<file path="src/rtl/control_sequencer.sv">
// rtl/control_sequencer.sv - hardwired fetch/execute control unit driving the DataPath strobes
// Moore outputs decoded from the state register and the IR opcode/register fields.
module control_sequencer #(
    parameter int OPW     = 5,
    parameter int RW      = 4,
    parameter int RD_WAIT = 1
) (
    input  logic                  clock,
    input  logic                  clear,
    input  logic                  run,
    input  logic [31:0]           ir,
    input  logic                  mem_ready,
    output logic                  PCout,
    output logic                  Zlowout,
    output logic                  MDRout,
    output logic                  MARin,
    output logic                  PCin,
    output logic                  MDRin,
    output logic                  IRin,
    output logic                  Yin,
    output logic                  IncPC,
    output logic                  Read,
    output logic                  Zlowin,
    output logic [(1<<RW)-1:0]    Rin_sel,
    output logic [(1<<RW)-1:0]    Rout_sel,
    output logic [OPW-1:0]        alu_op,
    output logic                  halted,
    output logic [2:0]            step
);

    localparam int NREG = 1 << RW;

    localparam logic [OPW-1:0] OP_ADD  = OPW'(5'b00011);
    localparam logic [OPW-1:0] OP_SUB  = OPW'(5'b00100);
    localparam logic [OPW-1:0] OP_AND  = OPW'(5'b00101);
    localparam logic [OPW-1:0] OP_OR   = OPW'(5'b00110);
    localparam logic [OPW-1:0] OP_NEG  = OPW'(5'b10001);
    localparam logic [OPW-1:0] OP_NOT  = OPW'(5'b10010);
    localparam logic [OPW-1:0] OP_HALT = OPW'(5'b11011);

    typedef enum logic [2:0] {
        S_IDLE,
        S_T0,
        S_T1,
        S_T2,
        S_T3,
        S_T4,
        S_T5,
        S_HALTED
    } state_t;

    state_t state_q;
    state_t state_d;

    logic [OPW-1:0]  op;
    logic [RW-1:0]   ra;
    logic [RW-1:0]   rb;
    logic [RW-1:0]   rc;
    logic [NREG-1:0] ra_oh;
    logic [NREG-1:0] rb_oh;
    logic [NREG-1:0] rc_oh;
    logic            is_alu;
    logic            is_unary;
    logic            is_halt;
    logic            t1_exit;
    state_t          end_next;
    logic            unused_ir_bits;

    assign op = ir[31 -: OPW];
    assign ra = ir[31-OPW -: RW];
    assign rb = ir[31-OPW-RW -: RW];
    assign rc = ir[31-OPW-2*RW -: RW];
    assign unused_ir_bits = ^ir[31-OPW-3*RW:0];

    assign ra_oh = {{(NREG-1){1'b0}}, 1'b1} << ra;
    assign rb_oh = {{(NREG-1){1'b0}}, 1'b1} << rb;
    assign rc_oh = {{(NREG-1){1'b0}}, 1'b1} << rc;

    assign is_alu   = (op == OP_ADD) || (op == OP_SUB) || (op == OP_AND) || (op == OP_OR);
    assign is_unary = (op == OP_NEG) || (op == OP_NOT);
    assign is_halt  = (op == OP_HALT);

    // Without the wait option the read is assumed to complete in one cycle.
    assign t1_exit  = (RD_WAIT == 0) || mem_ready;
    assign end_next = run ? S_T0 : S_IDLE;

    always_comb begin
        state_d = state_q;
        case (state_q)
            S_IDLE:   if (run) state_d = S_T0;
            S_T0:     state_d = S_T1;
            S_T1:     if (t1_exit) state_d = S_T2;
            S_T2:     state_d = S_T3;
            S_T3: begin
                if (is_halt)                  state_d = S_HALTED;
                else if (is_alu || is_unary)  state_d = S_T4;
                else                          state_d = end_next;
            end
            S_T4:     state_d = is_alu ? S_T5 : end_next;
            S_T5:     state_d = end_next;
            S_HALTED: state_d = S_HALTED;
            default:  state_d = S_IDLE;
        endcase
    end

    always_ff @(posedge clock or negedge clear) begin
        if (!clear) begin
            state_q <= S_IDLE;
        end else begin
            state_q <= state_d;
        end
    end

    always_comb begin
        PCout    = 1'b0;
        Zlowout  = 1'b0;
        MDRout   = 1'b0;
        MARin    = 1'b0;
        PCin     = 1'b0;
        MDRin    = 1'b0;
        IRin     = 1'b0;
        Yin      = 1'b0;
        IncPC    = 1'b0;
        Read     = 1'b0;
        Zlowin   = 1'b0;
        Rin_sel  = '0;
        Rout_sel = '0;
        alu_op   = '0;
        halted   = 1'b0;
        step     = 3'd7;
        case (state_q)
            S_T0: begin
                step  = 3'd0;
                PCout = 1'b1;
                MARin = 1'b1;
                IncPC = 1'b1;
                Zlowin = 1'b1;
            end
            S_T1: begin
                step  = 3'd1;
                Read  = 1'b1;
                MDRin = 1'b1;
                // PC load only on the exit cycle so a stalled read increments PC once.
                Zlowout = t1_exit;
                PCin    = t1_exit;
            end
            S_T2: begin
                step   = 3'd2;
                MDRout = 1'b1;
                IRin   = 1'b1;
            end
            S_T3: begin
                step = 3'd3;
                if (is_alu) begin
                    Rout_sel = rb_oh;
                    Yin      = 1'b1;
                end else if (is_unary) begin
                    Rout_sel = rb_oh;
                    alu_op   = op;
                    Zlowin   = 1'b1;
                end
            end
            S_T4: begin
                step = 3'd4;
                if (is_alu) begin
                    Rout_sel = rc_oh;
                    alu_op   = op;
                    Zlowin   = 1'b1;
                end else if (is_unary) begin
                    Zlowout = 1'b1;
                    Rin_sel = ra_oh;
                end
            end
            S_T5: begin
                step    = 3'd5;
                Zlowout = 1'b1;
                Rin_sel = ra_oh;
            end
            S_HALTED: begin
                halted = 1'b1;
            end
            default: begin
                step = 3'd7;
            end
        endcase
    end

endmodule

</file>
<file path="config.mk">
export PLATFORM = sky130hd
export DESIGN_NAME = control_sequencer
export DESIGN_NICKNAME = d
export VERILOG_FILES = /design/src/rtl/control_sequencer.sv
export SDC_FILE = /design/constraint.sdc
export NUM_CORES = 1
export LEC_CHECK = 0
export ABC_CLOCK_PERIOD_IN_PS = 5100
export BUFFER_PORTS_ARGS = -buffer_cell sky130_fd_sc_hd__buf_2
export CORE_MARGIN = 2
export CORE_UTILIZATION = 41
export CTS_BUF_LIST = sky130_fd_sc_hd__clkbuf_2 sky130_fd_sc_hd__clkbuf_4 sky130_fd_sc_hd__clkbuf_8
export DETAILED_ROUTE_END_ITERATION = 12
export GPL_ROUTABILITY_DRIVEN = 0
export PLACE_DENSITY = 0.89
export SKIP_CTS_REPAIR_TIMING = 1
export SYNTH_ARGS = -nofsm -noshare
export SYNTH_HDL_FRONTEND = slang
export SYNTH_SLANG_ARGS = --single-unit
</file>
<file path="constraint.sdc">
create_clock -name clock -period 5.1 [get_ports clock]
set_input_delay 0.51 -clock clock [delete_from_list [all_inputs] [get_ports clock]]
set_output_delay 0.51 -clock clock [all_outputs]
set_load 0.03 [all_outputs]
</file>
Word level (Yosys, flattened, before mapping). Index checks and enable logic that the tools add are counted.

Register bits: 3. Input bits: 36. Word-level logic and storage cells: 57.

Equality and inequality tests: 16. Shifts and indexed selects: 3. Multiplexer cells: 30. Reduce and logical (&&, ||, !) cells: 7.

Operator list (number): 16-bit 2-to-1 mux (5); 16-bit case mux with 2 select lines (2); 1-bit by 4-bit << shifter with 16-bit output (first input constant) (3); 3-bit case mux with 8 select lines (1); 3-bit case mux with 6 select lines (1); 5-bit by 3-bit equality test with 1-bit output (second input constant) (3); 5-bit equality test (second input constant) (3); 3-bit 2-to-1 mux (5); 5-bit 2-to-1 mux (3); 3-bit equality test (second input constant) (4); 1-bit 2-to-1 mux (10); 5-bit case mux with 2 select lines (1); 3-bit by 2-bit equality test with 1-bit output (second input constant) (2); 1-bit case mux with 3 select lines (2); 5-bit by 2-bit equality test with 1-bit output (second input constant) (1); 1-bit logical OR (5); 2-bit != test (second input constant) (2); 3-bit by 1-bit equality test with 1-bit output (second input constant) (1); 3-bit zero test (1); 2-bit AND reduction (1).

Depth between registers and ports, before layout. Gate-level depths: netlist (run 1).

Depth after elaboration: 8. Mapped depth: 5. Depth with buffers taken out: 4.

Worst setup path after synthesis (run 1). No wires, ideal clock.

Path kind: input to output. Start: input port ir[29]. End: output port Rout_sel[2]. Arrival time: 2.323 ns. Data required time: 4.590 ns. Slack: 2.267 ns. Stages: 5. Buffers on the path: 1. Path through: a21bo_2 a211o_1 buf_2 or4_4 o21ai_0.

Longest elaborated chain between the ends: 6.

Ends and longest elaborated chain: from (decl) (line 11) `input logic [31:0] ir,`; 5-bit by 2-bit equality test with 1-bit output or 5-bit by 3-bit equality test with 1-bit output (tied branches) (line 79) `assign is_alu = (op == OP_ADD) || (op == OP_SUB) || (op == OP_AND) || (op == OP_OR);`; 1-bit logical OR (3 in a row) (line 79); 16-bit 2-to-1 mux (on tied branches) (line 165, 154); 16-bit case mux with 2 select lines (*) (line 131) `case (state_q)`; to (decl) (line 25) `output logic [(1<<RW)-1:0] Rout_sel,`.

Every way passes the cells marked *; elsewhere a longest branch is shown, timed or not.

Final worst setup path (run 1).
Start: register state_q[0]. End: output port Rout_sel[13].

Longest elaborated chain between the ends: 2.

Ends and longest elaborated chain: from (decl) (line 52) `state_t state_q;`; from (signal assigned) (line 110) `state_q <= state_d;`; 3-bit equality test (line 131); 16-bit case mux with 2 select lines (*) (line 131).

Marks and branches as above.

==> results of run 1 <==
==> logic make-up (layout without fill, tap and decap cells) <==
family / count (synthesis) / count (layout)
other cells: 1 / 1
mux: 1 / 1
simple gates: 82 / 82
compound gates: 33 / 33
xor+xnor: 3 / 3
flops: 3 / 3
buf+inv: 15 / 77
==> per-stage QoR <==
stage | power [uW] | setup WS (ps)
floorplan | 379 | 2270
global placement | 446 | 2310
detailed placement | 451 | 2300
CTS | 503 | 2090
global route | 538 | 1880
finish | 500 | 2080
==> critical path, stage by stage, from the launching register on <==
cell      delay, ps
dfrtp_1         730
nand2b_1        220
or2_2           360
or4b_1          570
o21ai_0         180
buf_2           210
==> synth_stat cells, types with 2 or more instances <==
cell type,count,area (um2)
or2_2,2,12.5
buf_4,5,37.5
and2_1,2,12.5
nand2_1,10,37.5
clkbuf_1,6,22.5
dfrtp_1,3,75.1
nand2b_1,10,62.6
inv_1,2,7.51
or3_1,6,37.5
nand3_1,4,20.0
xnor2_1,2,17.5
a21oi_1,2,10.0
nor3_1,9,45.0
and3_1,3,18.8
o32ai_1,13,114
nand3b_1,4,30.0
nor2_1,19,71.3
o21ai_0,6,30.0
nand4b_1,2,17.5
==> final timing paths <==
path / startpoint / end / slack, ps / cells past startpoint
worst max-delay path: state_q[0] / Rout_sel[13] / 2080 / 5
worst min-delay path: clear / state_q[1] / 60 / 1
worst max register to register: state_q[2] / state_q[0] / 3310 / 4
worst min register to register: state_q[1] / state_q[1] / 760 / 2
max in group asynchronous: clear / state_q[0] / 4930 / 1
min in group clock: run / state_q[0] / 660 / 3
==> per-layer routing <==
metal | part of all wire [%] | vias to the layer above | track usage (%)
met1 | 42 | 565 | 27.4
met2 | 49 | 61 | 35.7
met3 | 8.5 | 0 | 3.51
met4 | 0 | 0 | 6.58
li1 | - | 647 | -
met5 | 0 | - | 0
==> where the power goes <==
part,leakage [uW],switching [uW],internal (uW)
registers,0.0000369,53.5,35.6
logic,0.000567,242,122
clock network,0.0000184,12.6,34.6
==> final cells by class <==
class	count	area (um2)	area share (%)
Sequential cell	3	75.1	5.90
Inverter	2	7.51	0.590
Clock buffer	4	30.0	2.36
Multi-Input combinational cell	120	769	60.5
Tap cell	28	35.0	2.75
Timing Repair Buffer	71	355	27.9
==> cell usage in the layout, fill, tap and decap left out, types with 2 or more instances in the layout <==
cell type	n
clkbuf_4	4
and3_1	3
inv_1	2
or3_1	6
a21oi_1	2
nand3_1	4
o32ai_1	13
o21ai_0	6
xnor2_1	2
nand4b_1	2
and2_1	2
nor2_1	19
nand2b_1	10
or2_2	2
nor3_1	9
nand3b_1	4
buf_2	71
nand2_1	10
dfrtp_1	3
==> results.yml, run 1 <==
routing:
  post_drt_wl_per_cell_um: 12.7
  num_vias: 1273
  dr.pass1.iters: 4
  vias_per_cell: 5.58
  routed_wl_mm: 2.90
  drtIter0Drc: 53
  antenna_left: 0
  drc_errors: 0
timing:
  rsz0062_at_grt: "no"
  finalCriticalPeriod_ps: 3020
  hold_viol_final: 0
  fin_crit_sh_pct: 59.2
  setup_viol: 0
  slew_violations: 0
  slew_headroom_pct: 58.3
  timing.hold.ws_ps: 60.7
  fmax_mhz: 331
  tightest_slew_ps: 626
  setup-tns-final_ps: 0
  worst_clock_skew_ps: 2.46
placed_design:
  dp_cells: 224
  port_buffers: 71
  place_hpwl_mm: 2.28
  dpl_cell_area_um2: 1240
global_route:
  grt_util_all_layers_pct: 21.2
  grt_max_degree: 23
  grt_antenna_before_repair: 0
  grt_first_pass_wirelength_mm: 4.44
  grt_pass1_vias: 1011
  grt-ovfl-total: 0
cells_and_area:
  layoutNonFillerInstCount: 228
  nFillCells: 234
  nNetsFinal: 237
  finish.instance_area_um2: 1270
  syn_to_final_growth_pct: 38.2
  largest_reg_flops: 3
  largest_register: "state_q"
  drive_gt1_share_pct: 42.5
  diodes: 0
  reg_top3: "state_q: 3 flops"
  utilization_pct: 58.7
setup_path:
  critical_path_class: "reg -> out"
  critical_path_required_ps: 4590
  startpoint_type: "register"
  path_max_fanout: 22
  worst_setup_path_end_kind: "output pin"
  arrival_ps: 2510
clock_tree:
  clk_path_buf_depth: 2
  insertion_delay_ps: 230
  root_buffer: "clkbuf_4"
  cts_buffers: 3
  htreeDepth: 1
  clock_sinks: 3
  cts_tree: "done"
  path_clk_slew_ps: 40
power:
  peakVddDrop_uv: 319
  p_leak_uw: 0.000622
  powerDensity_nw_per_um2: 393
synth:
  syn_inst: 138
  syn_area_um2: 921
  synthSimpleGateAreaFrac_pct: 51.1
  synth_fp_nets: 174
  synth_cell_types: 47
  synth-xor-area-share_pct: 2.85
  ys_seq_area_share_pct: 8.15
  ys_warn_count: 0
  synth_compound_area_share_pct: 28.1
  synthMuxAreaShare_pct: 1.09
  postSynthAreaPerCell_um2: 6.67
  ys_ff_latch: 3
  synth_top_family_by_area: "simple AND/OR/NAND/NOR gates"
  async_flop_share_pct: 100
  synth_ff_type: "dfrtp_1"
  synth-edff-count: 0
  yosys.area_share.adder_pct: 0
die:
  floorplan.die.width_um: 51.4
  core_area_um2: 2170
  rows: 17
  start_util_pct: 42.4
  io_pins: 88
  die_h_um: 51.4
  die_area_um2: 2640
flow_run:
  maxCapViolations: 0
hold_path:
  hp-class: "in -> async"
run_status:
  status: "finished clean"
(Power assumes the default switching activity.)
==> run 2, diff against run 1 <==
--- a/config.mk
+++ b/config.mk
@@ -5,14 +5,15 @@
 export SDC_FILE = /design/constraint.sdc
 export NUM_CORES = 1
 export LEC_CHECK = 0
-export ABC_CLOCK_PERIOD_IN_PS = 5100
+export ABC_CLOCK_PERIOD_IN_PS = 2730
 export BUFFER_PORTS_ARGS = -buffer_cell sky130_fd_sc_hd__buf_2
+export CORE_ASPECT_RATIO = 0.5
 export CORE_MARGIN = 2
-export CORE_UTILIZATION = 41
+export CORE_UTILIZATION = 34
 export CTS_BUF_LIST = sky130_fd_sc_hd__clkbuf_2 sky130_fd_sc_hd__clkbuf_4 sky130_fd_sc_hd__clkbuf_8
 export DETAILED_ROUTE_END_ITERATION = 12
 export GPL_ROUTABILITY_DRIVEN = 0
-export PLACE_DENSITY = 0.89
+export PLACE_DENSITY = 0.79
 export SKIP_CTS_REPAIR_TIMING = 1
 export SYNTH_ARGS = -nofsm -noshare
 export SYNTH_HDL_FRONTEND = slang
==> constraint.sdc (replaced) <==
create_clock -name clock -period 2.73 [get_ports clock]
set_input_delay 0.273 -clock clock [delete_from_list [all_inputs] [get_ports clock]]
set_output_delay 0.273 -clock clock [all_outputs]
set_load 0.03 [all_outputs]
==> results.yml, run 2 (synthesis results as in run 1) <==
global_route:
  grt_antenna_before_repair: 0
  grt_util_all_layers_pct: 16.6
  grt-ovfl-total: 0
  grt_max_degree: 17
  grt_pass1_vias: 965
  grt_first_pass_wirelength_mm: 4.17
power:
  peakVddDrop_uv: 264
  powerDensity_nw_per_um2: 757
  p_leak_uw: 0.000649
clock_tree:
  clock_sinks: 3
  htreeDepth: 1
  path_clk_slew_ps: 30
  cts_buffers: 3
  root_buffer: "clkbuf_8"
  cts_tree: "done"
  clk_path_buf_depth: 2
  insertion_delay_ps: 210
timing:
  hold_viol_final: 0
  setup_ws_ps: 288
  setup_viol: 0
  worst_clock_skew_ps: 2.28
  slew_violations: 0
  setup-tns-final_ps: 0
  fmax_mhz: 410
  rsz0062_at_grt: "no"
  finalCriticalPeriod_ps: 2440
  fin_crit_sh_pct: 89.4
die:
  core_area_um2: 2590
  rows: 13
  die_area_um2: 3170
  floorplan.die.width_um: 77.6
  start_util_pct: 35.6
  io_pins: 88
  die_h_um: 40.8
cells_and_area:
  final_common_cell: "buf_2"
  reg_top3: "state_q: 3 flops"
  nFillCells: 280
  multi_input_area_um2: 769
  diodes: 0
  largest_reg_flops: 3
  drive_gt1_share_pct: 43.1
  utilization_pct: 51.6
  finish.instance_area_um2: 1340
  final_cell_mix: "buf_2, nor2_1, o32ai_1"
  nNetsFinal: 241
  largest_register: "state_q"
  seq_area_um2: 75.1
  layoutNonFillerInstCount: 241
  syn_to_final_growth_pct: 45.0
routing:
  routed_wl_mm: 2.82
  vias_per_cell: 5.29
  drtIter0Drc: 66
  antenna_left: 0
  drc_errors: 0
  num_vias: 1275
  dr.pass1.iters: 4
  post_drt_wl_per_cell_um: 11.7
setup_path:
  r2r_slack_ps: 960
  arrival_ps: 2170
  critical_path_required_ps: 2460
  worstReg2RegStart: "state_q[0]"
  startpoint_type: "register"
  ff2ff_path_depth: 5
  path_max_fanout: 9
  critical_path_class: "reg -> out"
  worst_setup_path_end_kind: "output pin"
  r2r-end: "state_q[0]"
run_status:
  status: "finished clean"
placed_design:
  port_buffers: 71
  dpl_cell_area_um2: 1280
  place_hpwl_mm: 2.35
  dp_cells: 236
  dp_slack_ps: 398
flow_run:
  maxCapViolations: 0
hold_path:
  hp-class: "in -> async"
==> run 2: cell types whose count changed in the layout (fill, tap and decap cells not counted) <==
cell / previous run / this run
clkbuf_8: 0 / 3
clkbuf_4: 4 / 1
buf_4: 0 / 3
dlygate4sd3_1: 0 / 1
==> run 2: layout make-up <==
class                           count  area share, %
Multi-Input combinational cell    120           57.6
Tap cell                           37           3.47
Inverter                            2          0.562
Sequential cell                     3           5.62
Clock buffer                        4           3.66
Timing Repair Buffer               75           29.1
==> run 2: worst max-delay path by stage <==
stage	from	to	slack (ps)	depth (start not counted)
2_1_floorplan	state_q[1]	Rout_sel[13]	340	4
3_3_place_gp	ir[28]	Rout_sel[13]	430	6
3_5_place_dp	ir[28]	Rout_sel[13]	400	6
4_1_cts	state_q[0]	Rout_sel[13]	300	5
5_1_grt	state_q[0]	Rout_sel[8]	130	5
6_report	state_q[0]	Rout_sel[13]	290	5
==> run 2: worst max-delay path: stages, from the launching register on <==
cell and delay (ps):
dfrtp_1 470, nand2b_1 160, or2_2 340, or4b_1 580, o21ai_0 190, buf_2 220
==> run 2: stage by stage <==
step	power [uW]	hold slack (ps)
final	1010	390
after global routing	1100	404
after CTS	1010	-154
after detailed placement	875	70.1
after global placement	863	68.9
after floorplan	708	-22.6
==> run 2: metal layers <==
layer	global-route usage, %	wire length (um)	vias to the layer above
li1	-	-	659
met1	21.7	1280	579
met2	29.5	1370	37
met3	3.08	172	0
met4	4.02	0	0
met5	0	0	-
==> run 2: power breakdown <==
group	internal (uW)	leakage, uW	switching [uW]
Clock	109	0.0000262	27.3
Sequential	67.8	0.0000369	33.7
Combinational	256	0.000586	516
Total	433	0.000649	577
